`src/rtl/i2c_register_bank.sv`:
```
// Byte-wide register bank behind an I2C peripheral: owns the register pointer,
// serves read/write handshakes with auto-increment, RW control and RO status registers.
module i2c_register_bank #(
   parameter int          NUM_RW_REGS    = 8,
   parameter int          NUM_RO_REGS    = 4,
   parameter logic [7:0]  RW_RESET_VALUE = 8'h00
) (
   input  logic                        i_sys_clk,
   input  logic                        i_rst,
   input  logic                        i_address_load,
   input  logic [7:0]                  i_register_address,
   input  logic                        i_read_enable,
   output logic [7:0]                  o_register_data,
   output logic                        o_read_valid,
   input  logic                        i_read_ack,
   input  logic [7:0]                  i_register_data,
   input  logic                        i_write_valid,
   output logic                        o_write_ack,
   output logic [8*NUM_RW_REGS-1:0]    o_rw_regs,
   output logic [NUM_RW_REGS-1:0]      o_rw_write_strobe,
   input  logic [8*NUM_RO_REGS-1:0]    i_ro_regs,
   output logic [NUM_RO_REGS-1:0]      o_ro_read_strobe,
   output logic                        o_access_error,
   input  logic                        i_error_clear,
   output logic [1:0]                  debug_state,
   output logic [7:0]                  debug_pointer
);

   localparam int TOTAL = NUM_RW_REGS + NUM_RO_REGS;

   // Handshakes: a request (i_write_valid / i_read_enable) is taken only in IDLE.
   // A write is answered by a one-cycle o_write_ack on the next cycle; a read raises
   // o_read_valid on the next cycle and holds it with frozen data until the cycle
   // in which i_read_ack is high (or an address load aborts the read).
   typedef enum logic [1:0] {
      IDLE       = 2'd0,
      READ_WAIT  = 2'd1,
      WRITE_DONE = 2'd2
   } state_t;

   state_t      state;
   state_t      next_state;
   logic [7:0]  pointer;
   logic [7:0]  ea;
   logic [7:0]  rd_mux;
   logic        do_write;
   logic        do_read;
   logic        do_ack;
   logic        do_abort;
   logic        error_set;

   function automatic logic [7:0] incr(input logic [7:0] a);
      if ({1'b0, a} >= 9'(TOTAL - 1)) return 8'h00;
      return a + 8'd1;
   endfunction

   assign ea            = i_address_load ? i_register_address : pointer;
   assign debug_state   = state;
   assign debug_pointer = pointer;

   always_ff @(posedge i_sys_clk or posedge i_rst) begin
      if (i_rst) state <= IDLE;
      else       state <= next_state;
   end

   always_comb begin
      next_state = state;
      do_write   = 1'b0;
      do_read    = 1'b0;
      do_ack     = 1'b0;
      do_abort   = 1'b0;
      case (state)
         IDLE: begin
            if (i_write_valid) begin
               do_write   = 1'b1;
               next_state = WRITE_DONE;
            end else if (i_read_enable) begin
               do_read    = 1'b1;
               next_state = READ_WAIT;
            end
         end
         READ_WAIT: begin
            // An address load abandons the pending read, even if acked this cycle.
            if (i_address_load) begin
               do_abort   = 1'b1;
               next_state = IDLE;
            end else if (i_read_ack) begin
               do_ack     = 1'b1;
               next_state = IDLE;
            end
         end
         WRITE_DONE: next_state = IDLE;
         default:    next_state = IDLE;
      endcase
   end

   always_comb begin
      rd_mux = 8'h00;
      for (int i = 0; i < NUM_RW_REGS; i++)
         if (ea == 8'(i)) rd_mux = o_rw_regs[8*i +: 8];
      for (int j = 0; j < NUM_RO_REGS; j++)
         if (ea == 8'(NUM_RW_REGS + j)) rd_mux = i_ro_regs[8*j +: 8];
   end

   assign error_set = (do_write && ({1'b0, ea} >= 9'(NUM_RW_REGS))) ||
                      (do_read  && ({1'b0, ea} >= 9'(TOTAL)));

   always_ff @(posedge i_sys_clk or posedge i_rst) begin
      if (i_rst) begin
         pointer           <= 8'h00;
         o_rw_regs         <= {NUM_RW_REGS{RW_RESET_VALUE}};
         o_register_data   <= 8'h00;
         o_read_valid      <= 1'b0;
         o_write_ack       <= 1'b0;
         o_rw_write_strobe <= '0;
         o_ro_read_strobe  <= '0;
         o_access_error    <= 1'b0;
      end else begin
         o_write_ack       <= do_write;
         o_rw_write_strobe <= '0;
         o_ro_read_strobe  <= '0;

         if (do_write)                    pointer <= incr(ea);
         else if (do_read)                pointer <= ea;
         else if (do_ack)                 pointer <= incr(pointer);
         else if (i_address_load)         pointer <= i_register_address;

         for (int i = 0; i < NUM_RW_REGS; i++) begin
            if (do_write && ea == 8'(i)) begin
               o_rw_regs[8*i +: 8]  <= i_register_data;
               o_rw_write_strobe[i] <= 1'b1;
            end
         end

         if (do_read) begin
            o_register_data <= rd_mux;
            o_read_valid    <= 1'b1;
         end else if (do_ack || do_abort) begin
            o_read_valid    <= 1'b0;
         end

         for (int j = 0; j < NUM_RO_REGS; j++)
            if (do_ack && pointer == 8'(NUM_RW_REGS + j)) o_ro_read_strobe[j] <= 1'b1;

         if (error_set)          o_access_error <= 1'b1;
         else if (i_error_clear) o_access_error <= 1'b0;
      end
   end

endmodule

```
`config.mk`:
```
export PLATFORM = sky130hd
export DESIGN_NAME = i2c_register_bank
export DESIGN_NICKNAME = d
export VERILOG_FILES = /design/src/rtl/i2c_register_bank.sv
export SDC_FILE = /design/constraint.sdc
export NUM_CORES = 1
export LEC_CHECK = 0
export BUFFER_PORTS_ARGS = -buffer_cell sky130_fd_sc_hd__buf_2
export CAP_MARGIN = 5
export CORE_MARGIN = 2
export CORE_UTILIZATION = 45
export DETAILED_ROUTE_END_ITERATION = 10
export PLACE_DENSITY = 0.79
export SLEW_MARGIN = 5
export SYNTH_ARGS = -nofsm -noshare
export SYNTH_HDL_FRONTEND = slang
export SYNTH_SLANG_ARGS = --single-unit
```
`constraint.sdc`:
```
create_clock -name i_sys_clk -period 2.5 [get_ports i_sys_clk]
set_input_delay 0.125 -clock i_sys_clk [delete_from_list [all_inputs] [get_ports i_sys_clk]]
set_output_delay 0.125 -clock i_sys_clk [all_outputs]
set_load 0.1 [all_outputs]
```
# [After elaboration in Yosys (flattened, before gate mapping)]
# Cells that the tools add are included.
[word_totals] inputBits=55 wordCells=118 ff_bits=97
[classes] n_lt_le_gt_ge=4 mux=57 reduce_logical=21 eq_ne=18 add_sub_neg=2
[op_table] op="2-to-1 mux 8 bit" n=20
[op_table] op="equality test 8 x 4 -> 1 bit, second input constant" n=8
[op_table] op="equality test 8 x 3 -> 1 bit, second input constant" n=4
[op_table] op="greater-or-equal comparator 8 x 4 -> 1 bit, second input constant" n=4
[op_table] op="2-to-1 mux 1 bit" n=32
[op_table] op="adder 8 x 1 -> 8 bit, second input constant" n=2
[op_table] op="equality test 8 x 2 -> 1 bit, second input constant" n=2
[op_table] op="logical AND 1 bit" n=14
[op_table] op="equality test 8 x 1 -> 1 bit, second input constant" n=1
[op_table] op="zero test 8 bit" n=1
[op_table] op="2-to-1 mux 2 bit" n=4
[op_table] op="!= test 3 bit, second input constant" n=2
[op_table] op="case mux 2 bit (2 select lines)" n=1
[op_table] op="nonzero test 2 bit" n=2
[op_table] op="equality test 2 x 1 -> 1 bit, second input constant" n=1
[op_table] op="zero test 2 bit" n=1
[op_table] op="logical OR 1 bit" n=2
[op_table] op="AND reduction 2 bit" n=1

# [Depth between registers and ports, before layout]
# Gate-level depths: netlist (run 1).
[logic_depth] word_depth=14 depth_mapped=12

# [Worst setup path before layout (run 1)]
# No wires, ideal clock.
[synth_timing] path_kind="flip-flop to flip-flop" startpoint="register pointer[0] (netlist: debug_pointer[0])" endpoint="register o_rw_regs[14]" setup_time_ps=128 path_slack_ps=-479 t_required_ps=2372 t_arrival_ps=2851 stages_incl_launch_ff=9 path_cell_list="dfrtp_1 inv_1 o21a_1 inv_1 ha_1 clkbuf_1 clkbuf_1 nand2_2 mux2_1"
[synth_via] elab_chain_len=3
[synth_lines] item="start: declaration" line_no="43" rtl="logic [7:0] pointer;"
[synth_lines] item="start signal: assignment" line_no="123" rtl="if (do_write) pointer <= incr(ea);"
[synth_lines] item="start signal: assignment" line_no="125" rtl="else if (do_ack) pointer <= incr(pointer);"
[synth_lines] item="start signal: assignment" line_no="126" rtl="else if (i_address_load) pointer <= i_register_address;"
[synth_lines] item="2-to-1 mux 8 bit"
[synth_lines] item="equality test 8 x 1 -> 1 bit" line_no="129" rtl="if (do_write && ea == 8'(i)) begin"
[synth_lines] item="logical AND 1 bit" line_no="129"
[synth_lines] item="end signal: assignment" line_no="111" rtl="o_rw_regs <= {NUM_RW_REGS{RW_RESET_VALUE}};"
[synth_lines] item="end signal: indexed assignment" line_no="130" rtl="o_rw_regs[8*i +: 8] <= i_register_data;"
[synth_lines] item="end: declaration" line_no="19" rtl="output logic [8*NUM_RW_REGS-1:0] o_rw_regs,"
# Every way passes these cells.
# A chain may end at the register's enable or synchronous reset.

# [Worst setup path after layout (run 1)]
[layout_timing] startpoint="register pointer[1] (netlist: debug_pointer[1])" endpoint="register o_register_data[0]"
[layout_via] elab_chain_len=14
[layout_lines] item="2-to-1 mux 8 bit *"
[layout_lines] item="zero test 8 bit" line_no="100" rtl="if (ea == 8'(i)) rd_mux = o_rw_regs[8*i +: 8];"
[layout_lines] item="2-to-1 mux 8 bit (8 in series)" line_no="100"
[layout_lines] item="2-to-1 mux 8 bit (3 in series)" line_no="102" rtl="if (ea == 8'(NUM_RW_REGS + j)) rd_mux = i_ro_regs[8*j +: 8];"
[layout_lines] item="2-to-1 mux 8 bit *" line_no="102"
[layout_lines] item="end signal: assignment" line_no="136" rtl="o_register_data <= rd_mux;"
[layout_lines] item="end: declaration" line_no="13" rtl="output logic [7:0] o_register_data,"
# Mark *: on every way between the ends. The rest lies on a longest branch, timed or not.

==> results.md, run 1 <==
* Post-Place Cells at ~750
* Reg2Reg Setup Slack at between 0.15 and 0.2 ns
* Layout Cells excl Fill at a little under 800
* Max FO, Critical Path at 12
* Top Ports at between 150 and 200
* Switching power at about 0.003 W
* Placed inst area at between 0.005 and 0.006 sq mm
* Dpl hpwl at around 11000 um
* DRT Wirelength at between 10000 and 15000 um
* Synth top area share at ~50%
* CORE AREA at 0.0108 sq mm
* Sink Count at 97
* Worst Max-Slew Pin Slew at 0.661 ns
* WL/cell at 18.8 um
* Synth top area cells: dfrtp_1 49%, mux2_2 14%, nand2_1 2.9%
* Worst Hold Depth at 3
* CTS Buf Count at 9
* Fin area at around 0.0063 sq mm
* Crit path max-delay cell type: dfrtp_2
* Crit Path Class: flip-flop to flip-flop
* Hold EP: debug_pointer[7]
* Deepest level of the CTS H-tree at 3
* Worst skew pair latency at around 0.37 ns
* Rows at 38
* Critical Path Sink Type: flip-flop
* Vias per inst at ~5.7
* # nets final at 690
* RSZ-0062 raised after global routing: false
* EDFF count, synth at 0
* First-pass GRT wire length at roughly 22000 um
* Uppermost layer routed: met4
* Wire length on met1 at 6120 um
* Layout cells sized above 1 at roughly 44%
* Final slew viol count at 0
* Critical-path cell list: mux2i_4 > inv_1 > ha_1 > inv_1 > o221ai_1 > a211oi_1 > o22ai_1 > a311oi_1
* WL met3 at 1010 um
* Vias at roughly 4.4k
* Synth async-reset ratio at 100%
* Clock Path Buffers at 2
* Port Buffer Count at 151
* Rel. slew slack at between 50% and 60%
* Arr. time, crit path at ~2.6 ns
* Clock share of power at 17.8%
* DR pass1 iterations at 5
* Setup TNS at 0 ns
* Synthesis-to-finish area growth at 25.1%
* Seq pwr share at between 30% and 40%
* Setup violations, final at 0
* RePlAce Congestion at 0.944
* GRT Util Overall at 24.5%
* Remaining antenna violation count after routing at 0
* Final hold viol count at 0
* Delay of the slowest critical-path stage at between 0.4 and 0.5 ns
* R2R Path End: o_register_data[0]
* Final period utilization at roughly 93%
* Number of global-route vias before repair at approximately 4.2k
* Comb pwr share at a little under 50%
* Gate Count Post-Synth at roughly 470
* Mapped Area at 0.00500 sq mm
* Leakage power at around 3.3 nW
* Largest net degree at the start of global routing at 47
* Most frequent CP cell: inv_1
* DRT iter0 DRCs at about 270
* P_int at about 0.0029 W
* Clk pin slew, worst setup/hold paths at ~0.09 ns
* Die H at around 110 um
* Sw Ratio at 51.7%
* Sequential area share after synthesis at between 40% and 50%
* DIE AREA at 0.0120 sq mm
* PwrDens at between 900 and 1000 mW/mm^2
* Final Skew at around 0.0086 ns
* Number of synthesized register bits at 97
* Worst reg2reg path depth at 8
* Worst EP required at ~2.8 ns
* Initial antenna violation count at 0
* GRT overflow at 0
* Main synth FF type: dfrtp_1
* Post-synth cell types at between 50 and 60
* Hold WC Path Type: input pin to flip-flop
* Total Power at between 0.005 and 0.006 W
* Initial Util at a little under half
* Post-synth net total at 528
* Die W at about 110 um
* Met2 WL post-DR at roughly 7000 um
* F_max at about 430 MHz
* Average size of a mapped cell at between 10 and 15 sq um
* Period minus WS final at 2.33 ns
* Clock Tree Root: clkbuf_8
* Ant diodes at 0
* Max_cap viols at 0
* Setup crit start kind: flip-flop
* Worst r2r src: debug_pointer[1]
* CTS tree: yes
* Outcome: complete, no violations
* Hold Path Origin: i_register_address[7]
* Largest area contributor in the netlist: dfrtp_1
* VDD IR max at 0.653 mV
* DRC viols at 0
* Ys Warns at 0
[stage by stage]
step | hold WS [ns] | worst slack, ns | utilization, %
3_3_place_gp | 0.187 | 0.197 | 55.1
3_5_place_dp | 0.199 | 0.0498 | 55.1
2_1_floorplan | 0.221 | 0.00682 | -
4_1_cts | 0.0338 | 0.0289 | 57.3
5_1_grt | 0.0501 | 0.00697 | 57.7
6_report | 0.0522 | 0.170 | 57.7
[flip-flops by register name, indices dropped and copies added (netlist names)]
register           flops
debug_state            2
o_rw_regs             64
debug_pointer          8
o_access_error         1
o_write_ack            1
o_read_valid           1
o_ro_read_strobe       4
o_register_data        8
o_rw_write_strobe      8
[area by class of cell]
class	count	area, sq um
fill	966	4590
sequential	97	2430
multi-input combinational	319	2390
timing repair buffer	174	952
tap	140	175
clock buffer	12	155
inverter	26	101
clock inverter	4	51.3
[layer usage]
layer / GRT usage, % / vias up
li1: - / 2017
met1: 32.4 / 2181
met5: 0 / -
met3: 3.73 / 31
met4: 11.1 / 0
met2: 39.6 / 201
[cells by family (layout without fill, tap and decap cells)]
family          count (synthesis)  in the layout  synth area share [%]
buf+inv                        49            216                  4.31
mux                            73             73                  16.3
compound gates                119            119                  15.8
xor+xnor                        3              3                 0.526
flops                          97             97                  48.6
fa+ha+maj                       8              8                  2.00
simple gates                  116            116                  12.5
[power by group through the flow]
stage | clock (W) | sequential, W | combinational, W
3_5_place_dp | 0 | 0.00205 | 0.00283
5_1_grt | 0.00114 | 0.00205 | 0.00297
3_3_place_gp | 0 | 0.00205 | 0.00281
4_1_cts | 0.00108 | 0.00202 | 0.00284
6_report | 0.00106 | 0.00203 | 0.00285
2_1_floorplan | 0 | 0.00372 | 0.000592
[what timing repair did]
item / in CTS / in global routing
hold endpoints to repair: 25 / 0
resized for setup: 0 / 8
setup buffers: 0 / 0
setup endpoints to repair: 0 / 6
hold buffers: 3 / 0
[cell usage after synthesis (7+ instances only)]
library cell,count
inv_1,25
and3b_1,7
mux2i_1,8
dfrtp_1,97
mux2_2,62
o21ai_0,27
a22oi_1,7
nand2_1,39
nor3_1,9
nor2_1,24
o221ai_1,7
a21o_1,7
a21oi_1,25
nand2_2,8
clkbuf_1,11
a311oi_1,7
a211oi_1,8
ha_1,8
o22ai_1,14
[worst max-delay path: cells and delay by family (launching register included)]
| family | cells | cell delay (ns) |
|---|---|---|
| AOI/OAI and AO/OA | 4 | 0.95 |
| DFF | 1 | 0.47 |
| buffers and inverters | 2 | 0.39 |
| muxes | 1 | 0.22 |
| adders and majority gates | 1 | 0.22 |
[placed cells by master, fill, tap and decap left out, types with 5 or more instances in the layout]
master    instances
a311oi_1          7
a211oi_1          6
nand2_2           8
buf_4            18
and3b_1           7
ha_1              7
o221ai_1          7
clkbuf_8         11
nand2_1          39
mux2i_1           7
buf_2           151
a21o_1            7
inv_1            24
o22ai_1          14
mux2_2           62
o21ai_0          27
a22oi_1           7
and2_1            5
nor2_1           24
nor3_1            9
dfrtp_1          95
a21oi_1          25
[worst max path at each step]
stage | to | start
after floorplan | o_register_data[0] | debug_pointer[0]
after global placement | o_register_data[1] | debug_pointer[0]
after detailed placement | o_register_data[3] | debug_pointer[0]
after CTS | o_register_data[3] | debug_pointer[0]
after global routing | o_register_data[0] | debug_pointer[1]
final | o_register_data[0] | debug_pointer[1]
No activity file was read; power rests on OpenSTA's default activity.
==> run 2, diff against run 1 <==
--- a/config.mk
+++ b/config.mk
@@ -6,11 +6,13 @@
 export NUM_CORES = 1
 export LEC_CHECK = 0
 export BUFFER_PORTS_ARGS = -buffer_cell sky130_fd_sc_hd__buf_2
-export CAP_MARGIN = 5
+export CAP_MARGIN = 10
 export CORE_MARGIN = 2
 export CORE_UTILIZATION = 45
+export CTS_BUF_LIST = sky130_fd_sc_hd__clkbuf_8
 export DETAILED_ROUTE_END_ITERATION = 10
 export PLACE_DENSITY = 0.79
+export RECOVER_POWER = 100
 export SLEW_MARGIN = 5
 export SYNTH_ARGS = -nofsm -noshare
 export SYNTH_HDL_FRONTEND = slang
==> run 2 against run 1 <==
  * First-iteration DRC count rose by 5.9%
  * Sequential power about the same
  * Via count increased by 0.23%
  * Worst hold slack worse by 0.00081 ns
  * Critical path depth unchanged
  * Sequential share of layout area rose by 1.2 points
  * Critical path type unchanged
  * Largest cell class unchanged
==> results.md, run 2 (synthesis results as in run 1) <==
* Worst skew pair latency at between 0.3 and 0.4 ns
* Max_cap viols at 0
* Vias per inst at approximately 5.8
* Top Ports at roughly 150
* Largest net degree at the start of global routing at 47
* Remaining antenna violation count after routing at 0
* Setup TNS at 0 ns
* DIE AREA at ~0.012 sq mm
* Period minus WS final at roughly 2.3 ns
* Die W at 109 um
* Setup violations, final at 0
* Outcome: complete, no violations
* DRT Wirelength at approximately 15000 um
* Hold WC Path Type: input pin to flip-flop
* RSZ-0062 raised after global routing: false
* Worst Max-Slew Pin Slew at between 1 and 1.5 ns
* GRT Util Overall at around 24%
* Leakage power at a little under 3 nW
* Initial Util at roughly 46%
* FILL cells at around 1.0k
* Total Power at a little under 0.006 W
* Sink Count at a little under 100
* Dpl hpwl at between 10000 and 15000 um
* CTS tree: yes
* F_max at around 430 MHz
* Rel. slew slack at 17.9%
* Register area at 0.00243 sq mm
* WL/cell at 18.9 um
* Port Buffer Count at around 150
* Layout Cells excl Fill at between 700 and 800
* Final period utilization at a little over nine tenths
* DRC viols at 0
* DRT iter0 DRCs at roughly 290
* Crit Path Class: flip-flop to flip-flop
* Rows at 38
* Ant diodes at 0
* Number of global-route vias before repair at 4187
* DR pass1 iterations at 7
* Worst EP required at 2.77 ns
* Deepest level of the CTS H-tree at 3
* VDD IR max at between 0.6 and 0.7 mV
* Post-Place Worst Slack at around 0.050 ns
* Setup crit start kind: flip-flop
* Hold slack at approximately 0.051 ns
* GRT overflow at 0
* CORE AREA at ~0.011 sq mm
* Multi-input gate area at about 0.0024 sq mm
* Max FO, Critical Path at 12
* Clock Tree Root: clkbuf_8
* Arr. time, crit path at approximately 2.6 ns
* Final Skew at between 0.007 and 0.008 ns
* Largest register by flop count: o_rw_regs
* Vias at ~4.4k
* Commonest cells after routing, fill and taps aside: 100 x clkbuf_1, 95 x dfrtp_1, 62 x mux2_2
* Critical Path Sink Type: flip-flop
* Max reg flops at 64
* Final slew viol count at 0
* Clk pin slew, worst setup/hold paths at 0.09 ns
* CTS Buf Count at 9
* Layout cells sized above 1 at a little over a quarter
* Initial antenna violation count at 0
* Clock Path Buffers at 2
* Die H at around 110 um
* # nets final at 690
* Final hold viol count at 0
* PwrDens at approximately 960 mW/mm^2
* Most common cell after layout, fill and taps aside: clkbuf_1
* First-pass GRT wire length at between 20000 and 25000 um
* Crit path setup slack, layout at ~0.15 ns
* Post-Place Cells at between 700 and 800
* RePlAce Congestion at 0.944
* Synthesis-to-finish area growth at 21.4%
-- run 2: changes by cell type in the layout (fill, tap and decap cells not counted), moves of 2 or more --
cell / change
and2_1: -2
clkbuf_1: +99
clkbuf_2: +3
nand2_1: +4
and2_0: +2
buf_4: -5
nand2_2: -4
buf_2: -97
-- run 2: final timing paths --
kind	startpoint	endpoint	slack, ns	depth (start not counted)
min in group asynchronous	i_rst	o_rw_regs[45]	0.49	3
worst max register to register	debug_pointer[1]	o_register_data[0]	0.15	8
worst min-delay path	i_register_address[7]	debug_pointer[7]	0.05	3
max in group asynchronous	i_rst	o_rw_regs[55]	0.47	4
worst max-delay path	debug_pointer[1]	o_register_data[0]	0.15	8
worst min register to register	o_read_valid	o_read_valid	0.54	2
-- run 2: power by group --
| part | switching, W | internal, W |
|---|---|---|
| sequential | 0.000228 | 0.00180 |
| combinational | 0.00231 | 0.000460 |
| clock | 0.000536 | 0.000514 |
-- run 2: cell type report --
type | count | area share [%]
clock inverters | 5 | 0.907
repair buffers | 174 | 13.2
multi-input cells | 319 | 38.9
well taps | 140 | 2.89
inverters | 26 | 1.63
clock buffers | 11 | 2.50
flip-flops and latches | 97 | 40.0
-- run 2: worst max-delay path: stages, from the launching register on --
cell	delay, ns
dfrtp_2	0.47
mux2i_4	0.22
inv_1	0.09
ha_1	0.22
inv_1	0.30
o221ai_1	0.22
a211oi_1	0.28
o22ai_1	0.17
a311oi_1	0.28
-- run 2: routing by layer --
metal	part of all wire (%)	up-vias	GRT usage [%]
li1	-	2017	-
met1	42	2169	32.4
met2	48	223	39.6
met3	7.4	31	3.73
met4	3.0	0	11.1
met5	0	-	0
-- run 2: through the flow --
stage / util, % / instance area (sq um)
floorplan: - / 5010
global placement: 55.1 / 5980
detailed placement: 55.1 / 5980
CTS: 57.3 / 6210
global route: 56.0 / 6070
finish: 56.0 / 6070
-- run 2: timing repair --
item	in CTS	in global routing
setup buffers	0	0
hold buffers	3	0
setup endpoints to repair	0	6
gates resized for setup	0	8
endpoints found under the hold margin	25	0
==> run 3, diff against run 2 <==
--- a/config.mk
+++ b/config.mk
@@ -5,13 +5,14 @@
 export SDC_FILE = /design/constraint.sdc
 export NUM_CORES = 1
 export LEC_CHECK = 0
+export ABC_AREA = 1
 export BUFFER_PORTS_ARGS = -buffer_cell sky130_fd_sc_hd__buf_2
 export CAP_MARGIN = 10
 export CORE_MARGIN = 2
 export CORE_UTILIZATION = 45
 export CTS_BUF_LIST = sky130_fd_sc_hd__clkbuf_8
 export DETAILED_ROUTE_END_ITERATION = 10
-export PLACE_DENSITY = 0.79
+export PLACE_DENSITY = 0.78
 export RECOVER_POWER = 100
 export SLEW_MARGIN = 5
 export SYNTH_ARGS = -nofsm -noshare
==> run 3 against run 2 <==
  * Synthesized cell count up 53%
  * Critical path type unchanged
  * Largest cell class unchanged
  * Power down 26%
  * Register-to-register slack better by 0.05 ns
==> results.md, run 3 <==
* Fin area at around 0.0064 sq mm
* Number of global-route vias before repair at roughly 4.8k
* Commonest cells after routing, fill and taps aside: 224 x nand2_1, 122 x inv_1, 98 x o21ai_0, 98 x clkbuf_1, 94 x dfrtp_1
* Critical Path Sink Type: flip-flop
* Top Ports at between 150 and 200
* F_max at roughly 430 MHz
* VDD IR max at around 0.42 mV
* Leakage power at 3.35 nW
* Deepest level of the CTS H-tree at 3
* Clock Path Buffers at 2
* Adder-cell area share of the yosys netlist at 1.89%
* Sink Count at 97
* Largest family of logic cells by synthesized area: simple AND/OR/NAND/NOR gates
* Post-synth net total at between 700 and 800
* Most common cell after layout, fill and taps aside: nand2_1
* CORE AREA at between 0.01 and 0.015 sq mm
* Most frequent CP cell: nand2_1
* Top cells by count, synth: 224 x nand2_1, 124 x inv_1, 97 x dfrtp_1
* Crit Path Class: flip-flop to flip-flop
* Dpl hpwl at between 10000 and 15000 um
* Average size of a mapped cell at roughly 7.4 sq um
* Worst skew pair latency at around 0.38 ns
* Worst path bufs/invs at 3
* WL/cell at ~15 um
* Rel. slew slack at 15.4%
* Max_cap viols at 0
* Sequential area share after synthesis at between 40% and 50%
* Clk pin slew, worst setup/hold paths at roughly 0.10 ns
* Max FO, Critical Path at 8
* Arr. time, crit path at 2.58 ns
* Max reg flops at 64
* Post-synthesis mux area share at 0%
* Delay-heaviest family, CP: simple AND/OR/NAND/NOR gates
* DRC viols at 0
* CTS Buf Count at 9
* DIE AREA at about 0.013 sq mm
* Setup crit start kind: flip-flop
* Synth top area cells: dfrtp_1 46%, nand2_1 16%, o21ai_0 8.8%
* DRT iter0 DRCs at about 530
* GRT Util Overall at about a quarter
* Largest net degree at the start of global routing at 77
* Mapped Area at 0.00529 sq mm
* Die W at 112 um
* # nets final at 940
* Vias per inst at 4.99
* Final period utilization at 92.1%
* CTS tree: yes
* Crit path max-delay cell type: dfrtp_2
* Placed inst area at between 0.006 and 0.007 sq mm
* Post-Place Worst Slack at a little over 0.07 ns
* Largest register by flop count: o_rw_regs
* Final core utilization at a little under three fifths
* Initial antenna violation count at 0
* Number of synthesized register bits at a little under 100
* Period minus WS final at 2.30 ns
* XOR/XNOR Fraction of Synth Area at less than 1%
* Synth top area share at between 40% and 50%
* Port Buffer Count at around 150
* Main synth FF type: dfrtp_1
* Synthesis-to-finish area growth at 20.9%
* EDFF count, synth at 0
* Synth Area in Simple Gates at between 20 and 30%
* PwrDens at slightly below 700 mW/mm^2
* Remaining antenna violation count after routing at 0
* Count leader, synth: nand2_1
* DR pass1 iterations at 7
* Gate Count Post-Synth at 712
* Delay of the slowest critical-path stage at about 0.45 ns
* Ys Warns at 0
* Post-synth cell types at 35
* Initial Util at a little under half
* Vias at 5115
* Worst Max-Slew Pin Slew at roughly 1.3 ns
* GRT overflow at 0
* Worst EP required at between 2 and 3 ns
* Setup bufs post-CTS at 0
* Largest area contributor in the netlist: dfrtp_1
* Hold slack at roughly 0.038 ns
* RSZ-0062 raised after global routing: true
* DRT Wirelength at 15100 um
* Final hold viol count at 0
* Hold WC Path Type: input pin to flip-flop
* Outcome: complete, no violations
* Die H at ~110 um
* Rows at 39
* Compound-Gate Fraction of Synth Area at between 10% and 20%
* Final slew viol count at 0
* First-pass GRT wire length at between 20000 and 25000 um
* Crit path setup slack, layout at roughly 0.20 ns
* Layout cells sized above 1 at roughly 16%
* RePlAce Congestion at around 0.94
* Ant diodes at 0
* Critical-path cell list: o21ai_2 > buf_4 > ha_1 > inv_1 > nor2_4 > buf_4 > nand3_1 > nand3_1 > nand2_1 > nand2_1 > nand3_1 > nand2_1 > nand2_1 > nand2_1 > nand2_1 > nand3_1 > nand3_1 > nand2_1 > nand2_1
* Setup violations, final at 0
* Final Skew at 0.00932 ns
* Clock Tree Root: clkbuf_8
* Synth async-reset ratio at between 90% and 100%
run 3: what timing repair did:
| action | in CTS | in global routing |
|---|---|---|
| endpoints found under the hold margin | 23 | 0 |
| endpoints found under the setup margin | 0 | 22 |
| hold buffers | 3 | 0 |
| gates resized for setup | 0 | 6 |
run 3: cell type report:
| cell class | instances | area, sq um |
|---|---|---|
| Clock buffer | 10 | 138 |
| Clock inverter | 6 | 105 |
| Fill cell | 1151 | 5070 |
| Inverter | 131 | 493 |
| Multi-Input combinational cell | 464 | 2250 |
| Sequential cell | 97 | 2430 |
| Tap cell | 143 | 179 |
| Timing Repair Buffer | 174 | 803 |
run 3: where the power goes:
group          total (W)  internal (W)  leakage (nW)  switching, W
clock            0.00125      0.000687         0.126      0.000559
sequential       0.00177       0.00168          1.26     0.0000917
combinational    0.00134      0.000201          1.97       0.00114
run 3: worst reg2reg max path, stage by stage, from the launching register on:
cell and delay, ns:
dfrtp_2 0.45, o21ai_2 0.16, buf_4 0.14, ha_1 0.15, inv_1 0.07, nor2_4 0.17, buf_4 0.15, nand3_1 0.07
nand3_1 0.09, nand2_1 0.06, nand2_1 0.06, nand3_1 0.09, nand2_1 0.09, nand2_1 0.05, nand2_1 0.08, nand2_1 0.06
nand3_1 0.07, nand3_1 0.08, nand2_1 0.08, nand2_1 0.05
run 3: per-stage QoR:
stage | cells | total power (W) | TNS, ns
final | 1025 | 0.00436 | 0
after global routing | 1025 | 0.00451 | -0.0381
after CTS | 1025 | 0.00439 | 0
after detailed placement | 1006 | 0.00316 | 0
after global placement | 1006 | 0.00315 | 0
after floorplan | 712 | 0.00286 | 0
run 3: logic make-up after synthesis:
group	after synthesis
DFF	97
buffers and inverters	151
xor gates and xnor gates	1
adders and majority gates	8
AOI/OAI and AO/OA	120
and+or+nand+nor	335
run 3: per-layer routing:
layer	wire length (um)	up-vias	track usage [%]
met1	6770	2340	33.6
met4	567	0	11.2
met2	6730	192	37.7
met3	1000	38	4.48
met5	0	-	0
li1	-	2545	-
run 3: final timing paths:
check,from,slack [ns],cells after the start,to
setup / recovery,debug_pointer[1],0.20,19,o_register_data[0]
max in group asynchronous,i_rst,0.45,4,debug_pointer[2]
hold reg to reg,o_register_data[1],0.49,2,o_register_data[1]
min in group asynchronous,i_rst,0.46,3,o_register_data[4]
hold / removal,i_register_data[1],0.04,3,o_rw_regs[9]
setup reg to reg,debug_pointer[1],0.20,19,o_register_data[0]
